==> config.mk <==
export PLATFORM = sky130hd
export DESIGN_NAME = spi_shift_engine
export DESIGN_NICKNAME = d
export VERILOG_FILES = /design/src/rtl/spi_shift_engine.sv
export SDC_FILE = /design/constraint.sdc
export NUM_CORES = 1
export LEC_CHECK = 0
export CAP_MARGIN = 20
export CORE_MARGIN = 2
export CORE_UTILIZATION = 46
export CTS_CLUSTER_DIAMETER = 100
export DETAILED_ROUTE_END_ITERATION = 16
export PLACE_DENSITY = 0.71
export SLEW_MARGIN = 40
export SYNTH_ARGS = -nofsm -noshare
export SYNTH_HDL_FRONTEND = slang
export SYNTH_SLANG_ARGS = --single-unit
==> constraint.sdc <==
create_clock -name i_clk -period 1.95 [get_ports i_clk]
set_input_delay 0.4875 -clock i_clk [delete_from_list [all_inputs] [get_ports i_clk]]
set_output_delay 0.4875 -clock i_clk [all_outputs]
set_load 0.02 [all_outputs]
==> src/rtl/spi_shift_engine.sv <==
// rtl/spi_shift_engine.sv - mode-0 SPI shift engine driven by a divider tick
module spi_shift_engine #(
  parameter int WIDTH = 8
) (
  input  logic             i_clk,
  input  logic             i_rst_n,
  input  logic             i_tick,
  input  logic [WIDTH-1:0] i_data,
  input  logic             i_valid,
  output logic             o_ready,
  output logic [WIDTH-1:0] o_data,
  output logic             o_valid,
  output logic             o_busy,
  output logic             o_sclk,
  output logic             o_cs_n,
  output logic             o_mosi,
  input  logic             i_miso
);

  localparam int CNT_W = (WIDTH > 1) ? $clog2(WIDTH) : 1;
  localparam logic [CNT_W-1:0] LAST_BIT = CNT_W'(WIDTH - 1);

  typedef enum logic [2:0] {
    S_IDLE,
    S_SETUP,
    S_SHIFT,
    S_HOLD,
    S_GAP
  } state_t;

  state_t           r_state;
  state_t           w_state_nxt;
  logic [WIDTH-1:0] r_tx_sr;
  logic [WIDTH-1:0] w_tx_sr_nxt;
  logic [WIDTH-1:0] r_rx_sr;
  logic [WIDTH-1:0] w_rx_sr_nxt;
  logic [CNT_W-1:0] r_bit_cnt;
  logic [CNT_W-1:0] w_bit_cnt_nxt;
  logic             r_sclk;
  logic             w_sclk_nxt;
  logic             r_cs_n;
  logic             w_cs_n_nxt;
  logic             r_mosi;
  logic             w_mosi_nxt;
  logic [WIDTH-1:0] r_data;
  logic [WIDTH-1:0] w_data_nxt;
  logic             r_valid;
  logic             w_valid_nxt;

  // Shifted copy of the transmit register; its MSB is the next bit to drive.
  logic [WIDTH-1:0] w_tx_shl;
  logic [WIDTH-1:0] w_rx_shl;

  assign w_tx_shl = r_tx_sr << 1;
  assign w_rx_shl = {r_rx_sr[WIDTH-2:0], i_miso};

  // State and datapath registers; reset drops CS/SCLK without waiting for a clock.
  always_ff @(posedge i_clk or negedge i_rst_n) begin
    if (!i_rst_n) begin
      r_state   <= S_IDLE;
      r_tx_sr   <= '0;
      r_rx_sr   <= '0;
      r_bit_cnt <= '0;
      r_sclk    <= 1'b0;
      r_cs_n    <= 1'b1;
      r_mosi    <= 1'b0;
      r_data    <= '0;
      r_valid   <= 1'b0;
    end else begin
      r_state   <= w_state_nxt;
      r_tx_sr   <= w_tx_sr_nxt;
      r_rx_sr   <= w_rx_sr_nxt;
      r_bit_cnt <= w_bit_cnt_nxt;
      r_sclk    <= w_sclk_nxt;
      r_cs_n    <= w_cs_n_nxt;
      r_mosi    <= w_mosi_nxt;
      r_data    <= w_data_nxt;
      r_valid   <= w_valid_nxt;
    end
  end

  // Next-state logic: every non-idle step waits for a tick; idle ignores ticks.
  always_comb begin
    w_state_nxt   = r_state;
    w_tx_sr_nxt   = r_tx_sr;
    w_rx_sr_nxt   = r_rx_sr;
    w_bit_cnt_nxt = r_bit_cnt;
    w_sclk_nxt    = r_sclk;
    w_cs_n_nxt    = r_cs_n;
    w_mosi_nxt    = r_mosi;
    w_data_nxt    = r_data;
    w_valid_nxt   = 1'b0;
    case (r_state)
      S_IDLE: begin
        if (i_valid) begin
          w_tx_sr_nxt   = i_data;
          w_mosi_nxt    = i_data[WIDTH-1];
          w_cs_n_nxt    = 1'b0;
          w_bit_cnt_nxt = '0;
          w_state_nxt   = S_SETUP;
        end
      end
      S_SETUP: begin
        if (i_tick) begin
          w_sclk_nxt  = 1'b1;
          w_rx_sr_nxt = w_rx_shl;
          w_state_nxt = S_SHIFT;
        end
      end
      S_SHIFT: begin
        if (i_tick) begin
          if (!r_sclk) begin
            w_sclk_nxt  = 1'b1;
            w_rx_sr_nxt = w_rx_shl;
          end else begin
            w_sclk_nxt = 1'b0;
            if (r_bit_cnt == LAST_BIT) begin
              w_state_nxt = S_HOLD;
            end else begin
              w_bit_cnt_nxt = r_bit_cnt + CNT_W'(1);
              w_tx_sr_nxt   = w_tx_shl;
              w_mosi_nxt    = w_tx_shl[WIDTH-1];
            end
          end
        end
      end
      S_HOLD: begin
        if (i_tick) begin
          w_cs_n_nxt  = 1'b1;
          w_data_nxt  = r_rx_sr;
          w_valid_nxt = 1'b1;
          w_state_nxt = S_GAP;
        end
      end
      S_GAP: begin
        if (i_tick) begin
          w_state_nxt = S_IDLE;
        end
      end
      default: begin
        w_state_nxt = S_IDLE;
      end
    endcase
  end

  assign o_ready = (r_state == S_IDLE);
  assign o_busy  = (r_state != S_IDLE);
  assign o_data  = r_data;
  assign o_valid = r_valid;
  assign o_sclk  = r_sclk;
  assign o_cs_n  = r_cs_n;
  assign o_mosi  = r_mosi;

endmodule
==> flow_summary_export.csv, run 1 <==
group,metric,value,unit
die,placement_rows,20,
worst_setup_path,worstPathArrival,2.18,ns
die,die_h,61.4,um
global_route,antenna_found_initial,0,
die,io_pins,27,
timing,worst_slew_pin_slew,0.447,ns
timing,slew_headroom,0.702,
worst_setup_path,critPathRequiredTime,2.17,ns
timing,min_period_over_period,1.01,
cells_and_area,layout_common_cells,"32 x dfrtp_1, 22 x clkdlybuf4s50_1, 16 x mux2_2, 12 x buf_4",
logic_synthesis,syn-num-nets,122,
logic_synthesis,synth_top_area_frac,0.528,
detailed_routing,routed_wl,2710,um
power,total_leakage_power,0.000919,uW
placement,portBuffers,26,
detailed_routing,viasPerCell,4.93,
logic_synthesis,ys_seq_area_frac,0.545,
global_route,grt_max_degree,34,
global_route,first_global_vias,1003,
global_route,grt_overflow,0,
detailed_routing,drc_errors,0,
logic_synthesis,ys_seq_elements,33,
worst_setup_path,critical_path_class,"flop to flop",
cells_and_area,stdcell_count,195,
logic_synthesis,syn_avg_cell_area,14.2,um2
die,die-area,3770,um2
cts,cts_buffers,5,
timing,setup_ws,-0.00980,ns
global_route,grt_pass1_wl,4460,um
cts,clock-sinks,33,
worst_hold_path,hp-class,"flop to flop",
global_route,grt_util_all_layers,0.168,
cells_and_area,antenna_cells,0,
flow_run,cap_viol_max_count,0,
cells_and_area,final_common_cell,"dfrtp_1",
power,p_per_area,1630,nW/um2
timing,finalCriticalPeriod,1.96,ns
logic_synthesis,synth.area.top_cells,"dfrtp_1 53%, mux2_2 12%, mux2_4 7.9%",
cts,clkLatencyLatePin,0.33,ns
timing,hold_viol,0,
cts,cts_tree,"built",
detailed_routing,num_vias,962,
worst_setup_path,timing.critical_path.fanout_max,4,
timing,max_freq,0.510,GHz
outcome,outcome,"complete, but fails checks",
cells_and_area,final_area,2030,um2
cells_and_area,drive_gt1_frac,0.377,
worst_setup_path,critPathLaunchType,"flop",
cts,clockBufferDepth,2,
logic_synthesis,syn_inst,107,
placement,hpwlAfterDp,1780,um
cells_and_area,nets,165,
cts,cts_root_buf,"clkbuf_4",
die,die_x,61.4,um
placement,dp_cells,182,
cts,hold_buffers,0,
placement,place_ws,-0.0112,ns
timing,rsz0062_at_grt,"true",
logic_synthesis,yosysWarnings,0,
logic_synthesis,synth_area,1520,um2
outcome,violations,"setup timing",
logic_synthesis,yosysTopAreaCell,"dfrtp_1",
detailed_routing,drt_iter0_drc,43,
placement,placedInstanceArea,1880,um2
power,p_total,3320,uW
die,initial_core_util,0.489,
placement,place_congestion,0.794,
cts,cts_htree_levels,2,
cells_and_area,area_growth,34.2,%
logic_synthesis,netlist-cell-type-count,28,
timing,slew_viol_final,0,
timing,tns,-0.0472,ns
detailed_routing,final_antenna_net_count,0,
power,peakVddDrop,0.673,mV
timing,clock_skew,0.0113,ns
worst_setup_path,endpoint_kind,"flop",
cts,path_clk_slew,0.10,ns
detailed_routing,first_pass_iters,4,
die,core,3100,um2
detailed_routing,routedWlPerCell,13.9,um
timing,setup-violations-final,7,
## registers in the layout (all words and copies together), names as in the netlist
name       flops
r_rx_sr        8
r_tx_sr        7
r_bit_cnt      3
o_data         8
o_cs_n         1
o_sclk         1
r_state        3
o_valid        1
o_mosi         1
## cell families after synthesis
kind of cell / share of synthesized area
compound gates: 0.0396
buf+inv: 0.0396
flops: 0.545
fa+ha+maj: 0.0165
simple gates: 0.0759
xor+xnor: 0.00578
mux: 0.277
## metal layers
metal  track usage  part of all wire  vias to the layer above
met5             0                 0                        -
li1              -                 -                      464
met1         0.205              0.45                      476
met3        0.0546             0.043                        2
met2         0.264              0.49                       20
met4        0.0912             0.013                        0
## cells in the mapped netlist
library cell,instances
dfrtp_1,32
mux2_2,16
mux2_1,8
mux2_4,8
inv_1,6
nor2b_1,4
a21oi_1,3
buf_2,3
mux2i_1,3
nand2_1,3
buf_6,2
ha_1,2
nor3b_2,2
a221oi_1,1
a22oi_1,1
dfstp_2,1
nand2b_1,1
nand3_1,1
nand3b_1,1
nand4_1,1
nor2_1,1
nor3_2,1
o21ai_0,1
o21ai_2,1
o2bb2ai_2,1
or2_2,1
or3b_1,1
xnor2_1,1
## worst paths after layout
kind,from,end,slack (ns),cells past startpoint
max,r_bit_cnt[0]$_DFFE_PN0P_,r_bit_cnt[0]$_DFFE_PN0P_,-0.01,7
min,o_cs_n$_DFFE_PN1P_,o_cs_n$_DFFE_PN1P_,0.48,2
max reg2reg,r_bit_cnt[0]$_DFFE_PN0P_,r_bit_cnt[0]$_DFFE_PN0P_,-0.01,7
min reg2reg,o_cs_n$_DFFE_PN1P_,o_cs_n$_DFFE_PN1P_,0.48,2
max in group asynchronous,i_rst_n,o_cs_n$_DFFE_PN1P_,1.07,2
min in group asynchronous,i_rst_n,r_tx_sr[5]$_DFFE_PN0P_,0.55,2
## critical path, stage by stage, from the launching register on
cell and delay (ns):
dfrtp_1 0.40, ha_2 0.21, ha_4 0.16, or3b_4 0.38, o2bb2ai_4 0.17, buf_12 0.13
buf_12 0.10, mux2_4 0.29
## final cells by class
| class | count | area (um2) |
|---|---|---|
| multi-input cells | 63 | 659 |
| clock inverters | 1 | 5.00 |
| fillers | 241 | 1070 |
| clock buffers | 7 | 65.1 |
| flip-flops and latches | 33 | 827 |
| well taps | 44 | 55.1 |
| repair buffers | 41 | 400 |
| inverters | 6 | 22.5 |
## metrics by stage
| step | util | hold WS, ns |
|---|---|---|
| after floorplan | - | 0.192 |
| after global placement | 0.606 | 0.464 |
| after detailed placement | 0.606 | 0.461 |
| after CTS | 0.627 | 0.480 |
| after global routing | 0.656 | 0.507 |
| final | 0.656 | 0.478 |
## power breakdown
part,total (uW),switching [uW],leakage [uW],internal [uW]
registers,1210,200,0.000410,1010
clock network,435,226,0.0000413,209
logic,1680,687,0.000468,989
total,3320,1110,0.000919,2210
## timing repair
item / CTS / global route
pin swaps: 0 / 2
resized for setup: 4 / 8
setup buffers: 0 / 5
setup endpoints to repair: 5 / 10
No activity file was read; power rests on OpenSTA's default activity.
==> run 2, diff against run 1 <==
--- a/config.mk
+++ b/config.mk
@@ -5,6 +5,7 @@
 export SDC_FILE = /design/constraint.sdc
 export NUM_CORES = 1
 export LEC_CHECK = 0
+export ABC_CLOCK_PERIOD_IN_PS = 1950
 export CAP_MARGIN = 20
 export CORE_MARGIN = 2
 export CORE_UTILIZATION = 46
==> results of run 2 <==
Same layout as run 1: the final DEF is identical, and so are final timing and power.
==> run 3, diff against run 2 <==
--- a/config.mk
+++ b/config.mk
@@ -12,6 +12,7 @@
 export CTS_CLUSTER_DIAMETER = 100
 export DETAILED_ROUTE_END_ITERATION = 16
 export PLACE_DENSITY = 0.71
+export REMOVE_ABC_BUFFERS = 1
 export SLEW_MARGIN = 40
 export SYNTH_ARGS = -nofsm -noshare
 export SYNTH_HDL_FRONTEND = slang
==> run 3 against run 2 <==
The run now ends clean. Sequential share of layout area is 0.51 points higher. Fmax is 1.3% higher. Via count is 3.0% lower. Die area stayed put. Wire length is 1.7% lower. Critical endpoint is now r_tx_sr[2]$_DFFE_PN0P_. Largest cell class unchanged. Largest power group unchanged.
==> flow_summary_export.csv, run 3 (same netlist as run 1, synthesis figures left out) <==
group,metric,value,unit
outcome,outcome,"finished clean",
power,p_sw,1100,uW
timing,max_freq,0.517,GHz
detailed_routing,viasPerCell,4.81,
worst_setup_path,r2r_cells,6,
placement,place_congestion,0.800,
detailed_routing,final_antenna_net_count,0,
cts,cts_buffers,5,
global_route,first_global_vias,933,
global_route,antenna_found_initial,0,
cts,clkLatencyLatePin,0.33,ns
cts,cts_htree_levels,2,
timing,setup-violations-final,0,
timing,setup_ws,0.0152,ns
cells_and_area,area_growth,32.5,%
worst_setup_path,critPathRequiredTime,2.17,ns
cells_and_area,drive_gt1_frac,0.367,
worst_setup_path,r2r-start,"r_bit_cnt[1]$_DFFE_PN0P_",
placement,placedInstanceArea,1890,um2
worst_setup_path,critical_path_class,"flop to flop",
cells_and_area,layout_common_cells,"32 x dfrtp_1, 22 x clkdlybuf4s50_1, 15 x mux2_2, 12 x buf_4, 9 x mux2_4",
worst_setup_path,timing.critical_path.fanout_max,5,
power,p_comb_frac,0.515,
timing,hold_viol,0,
detailed_routing,num_vias,933,
timing,clock_skew,0.00926,ns
worst_hold_path,hp-class,"flop to flop",
cts,cts_root_buf,"clkbuf_4",
power,clock_power_share,0.110,
die,io_pins,27,
die,core,3100,um2
worst_setup_path,endpoint_kind,"flop",
cells_and_area,seqCellArea,827,um2
cells_and_area,fill_cells,263,
timing,slew_viol_final,0,
power,seq_power_share,0.375,
cells_and_area,final_area,2010,um2
worst_setup_path,r2r_setup_slack,0.02,ns
detailed_routing,routed_wl,2660,um
placement,dp_cells,183,
detailed_routing,drc_errors,0,
cells_and_area,antenna_cells,0,
cells_and_area,nets,164,
placement,portBuffers,26,
detailed_routing,routedWlPerCell,13.7,um
die,initial_core_util,0.489,
cells_and_area,multi_input_area,663,um2
power,total_leakage_power,0.000907,uW
timing,slew_headroom,0.694,
power,p_sw_frac,0.342,
global_route,grt_pass1_wl,4390,um
cells_and_area,final_common_cell,"dfrtp_1",
cts,clockBufferDepth,2,
worst_setup_path,rr_endpoint,"r_tx_sr[2]$_DFFE_PN0P_",
worst_setup_path,worstSetupStartpoint,"r_bit_cnt[1]$_DFFE_PN0P_",
die,die-area,3770,um2
cells_and_area,stdcell_count,194,
cts,cts_tree,"built",
timing,min_period_over_period,0.992,
global_route,grt_util_all_layers,0.168,
power,peakVddDrop,0.735,mV
timing,hold_ws,0.473,ns
die,die_h,61.4,um
flow_run,cap_viol_max_count,0,
cts,clock-sinks,33,
power,p_int,2110,uW
timing,finalCriticalPeriod,1.93,ns
timing,rsz0062_at_grt,"true",
worst_setup_path,critPathLaunchType,"flop",
detailed_routing,drt_iter0_drc,18,
die,placement_rows,20,
placement,hpwlAfterDp,1850,um
cells_and_area,fin_util,0.648,
power,p_per_area,1600,nW/um2
global_route,grt_max_degree,34,
placement,place_ws,-0.0400,ns
timing,worst_slew_pin_slew,0.459,ns
cts,path_clk_slew,0.10,ns
worst_setup_path,worstPathArrival,2.16,ns
worst_setup_path,endpoint,"r_tx_sr[2]$_DFFE_PN0P_",
die,die_x,61.4,um
detailed_routing,first_pass_iters,3,
global_route,grt_overflow,0,
## run 3: cell count changes in the layout (fill, tap and decap cells not counted), sizes merged
cell and delta:
clkinv +1, buf -2
## run 3: routing by layer
| layer | wire length [um] | track usage | up-vias |
|---|---|---|---|
| met2 | 1260 | 0.261 | 21 |
| met3 | 107 | 0.0567 | 7 |
| met5 | 0 | 0 | - |
| li1 | - | - | 456 |
| met1 | 1230 | 0.208 | 449 |
| met4 | 66 | 0.0912 | 0 |
## run 3: through the flow
stage / TNS, ns / total power (uW)
after floorplan: -1.23 / 2160
final: 0 / 3210
after global routing: -0.389 / 3460
after global placement: 0 / 2750
after CTS: 0 / 3180
after detailed placement: -0.300 / 2800
## run 3: power groups by stage
stage | Clock [uW] | Sequential [uW] | Combinational, uW
2_1_floorplan | 0 | 1340 | 820
3_3_place_gp | 0 | 1210 | 1540
3_5_place_dp | 0 | 1220 | 1580
4_1_cts | 379 | 1210 | 1590
5_1_grt | 409 | 1250 | 1800
6_report | 354 | 1200 | 1660
## run 3: timing repair
item | 4_1_cts | 5_1_grt
hold buffers | 0 | 0
pin swaps | 0 | 3
setup buffers | 0 | 2
setup endpoints to repair | 5 | 9
hold endpoints to repair | 0 | 0
cloned | 0 | 1
gates resized for setup | 6 | 4
## run 3: final cells by class
cell class / instances / area share
Clock buffer: 6 / 0.0205
Clock inverter: 2 / 0.00498
Inverter: 6 / 0.0112
Multi-Input combinational cell: 63 / 0.330
Sequential cell: 33 / 0.412
Tap cell: 44 / 0.0274
Timing Repair Buffer: 40 / 0.194
## run 3: how the worst min path moves through the flow
stage                             to          startpoint  cells after the start
2_1_floorplan  o_data[0]$_DFFE_PN0P_             i_rst_n                      0
3_3_place_gp      o_cs_n$_DFFE_PN1P_  o_cs_n$_DFFE_PN1P_                      2
3_5_place_dp      o_cs_n$_DFFE_PN1P_  o_cs_n$_DFFE_PN1P_                      2
4_1_cts           o_cs_n$_DFFE_PN1P_  o_cs_n$_DFFE_PN1P_                      2
5_1_grt           o_cs_n$_DFFE_PN1P_  o_cs_n$_DFFE_PN1P_                      2
6_report          o_cs_n$_DFFE_PN1P_  o_cs_n$_DFFE_PN1P_                      2
## run 3: critical path: stages, from the launching register on
cell and delay (ns):
dfrtp_1 0.39, ha_2 0.20, ha_4 0.15, or3b_4 0.41, o2bb2ai_4 0.21, clkbuf_16 0.18
mux2_4 0.29
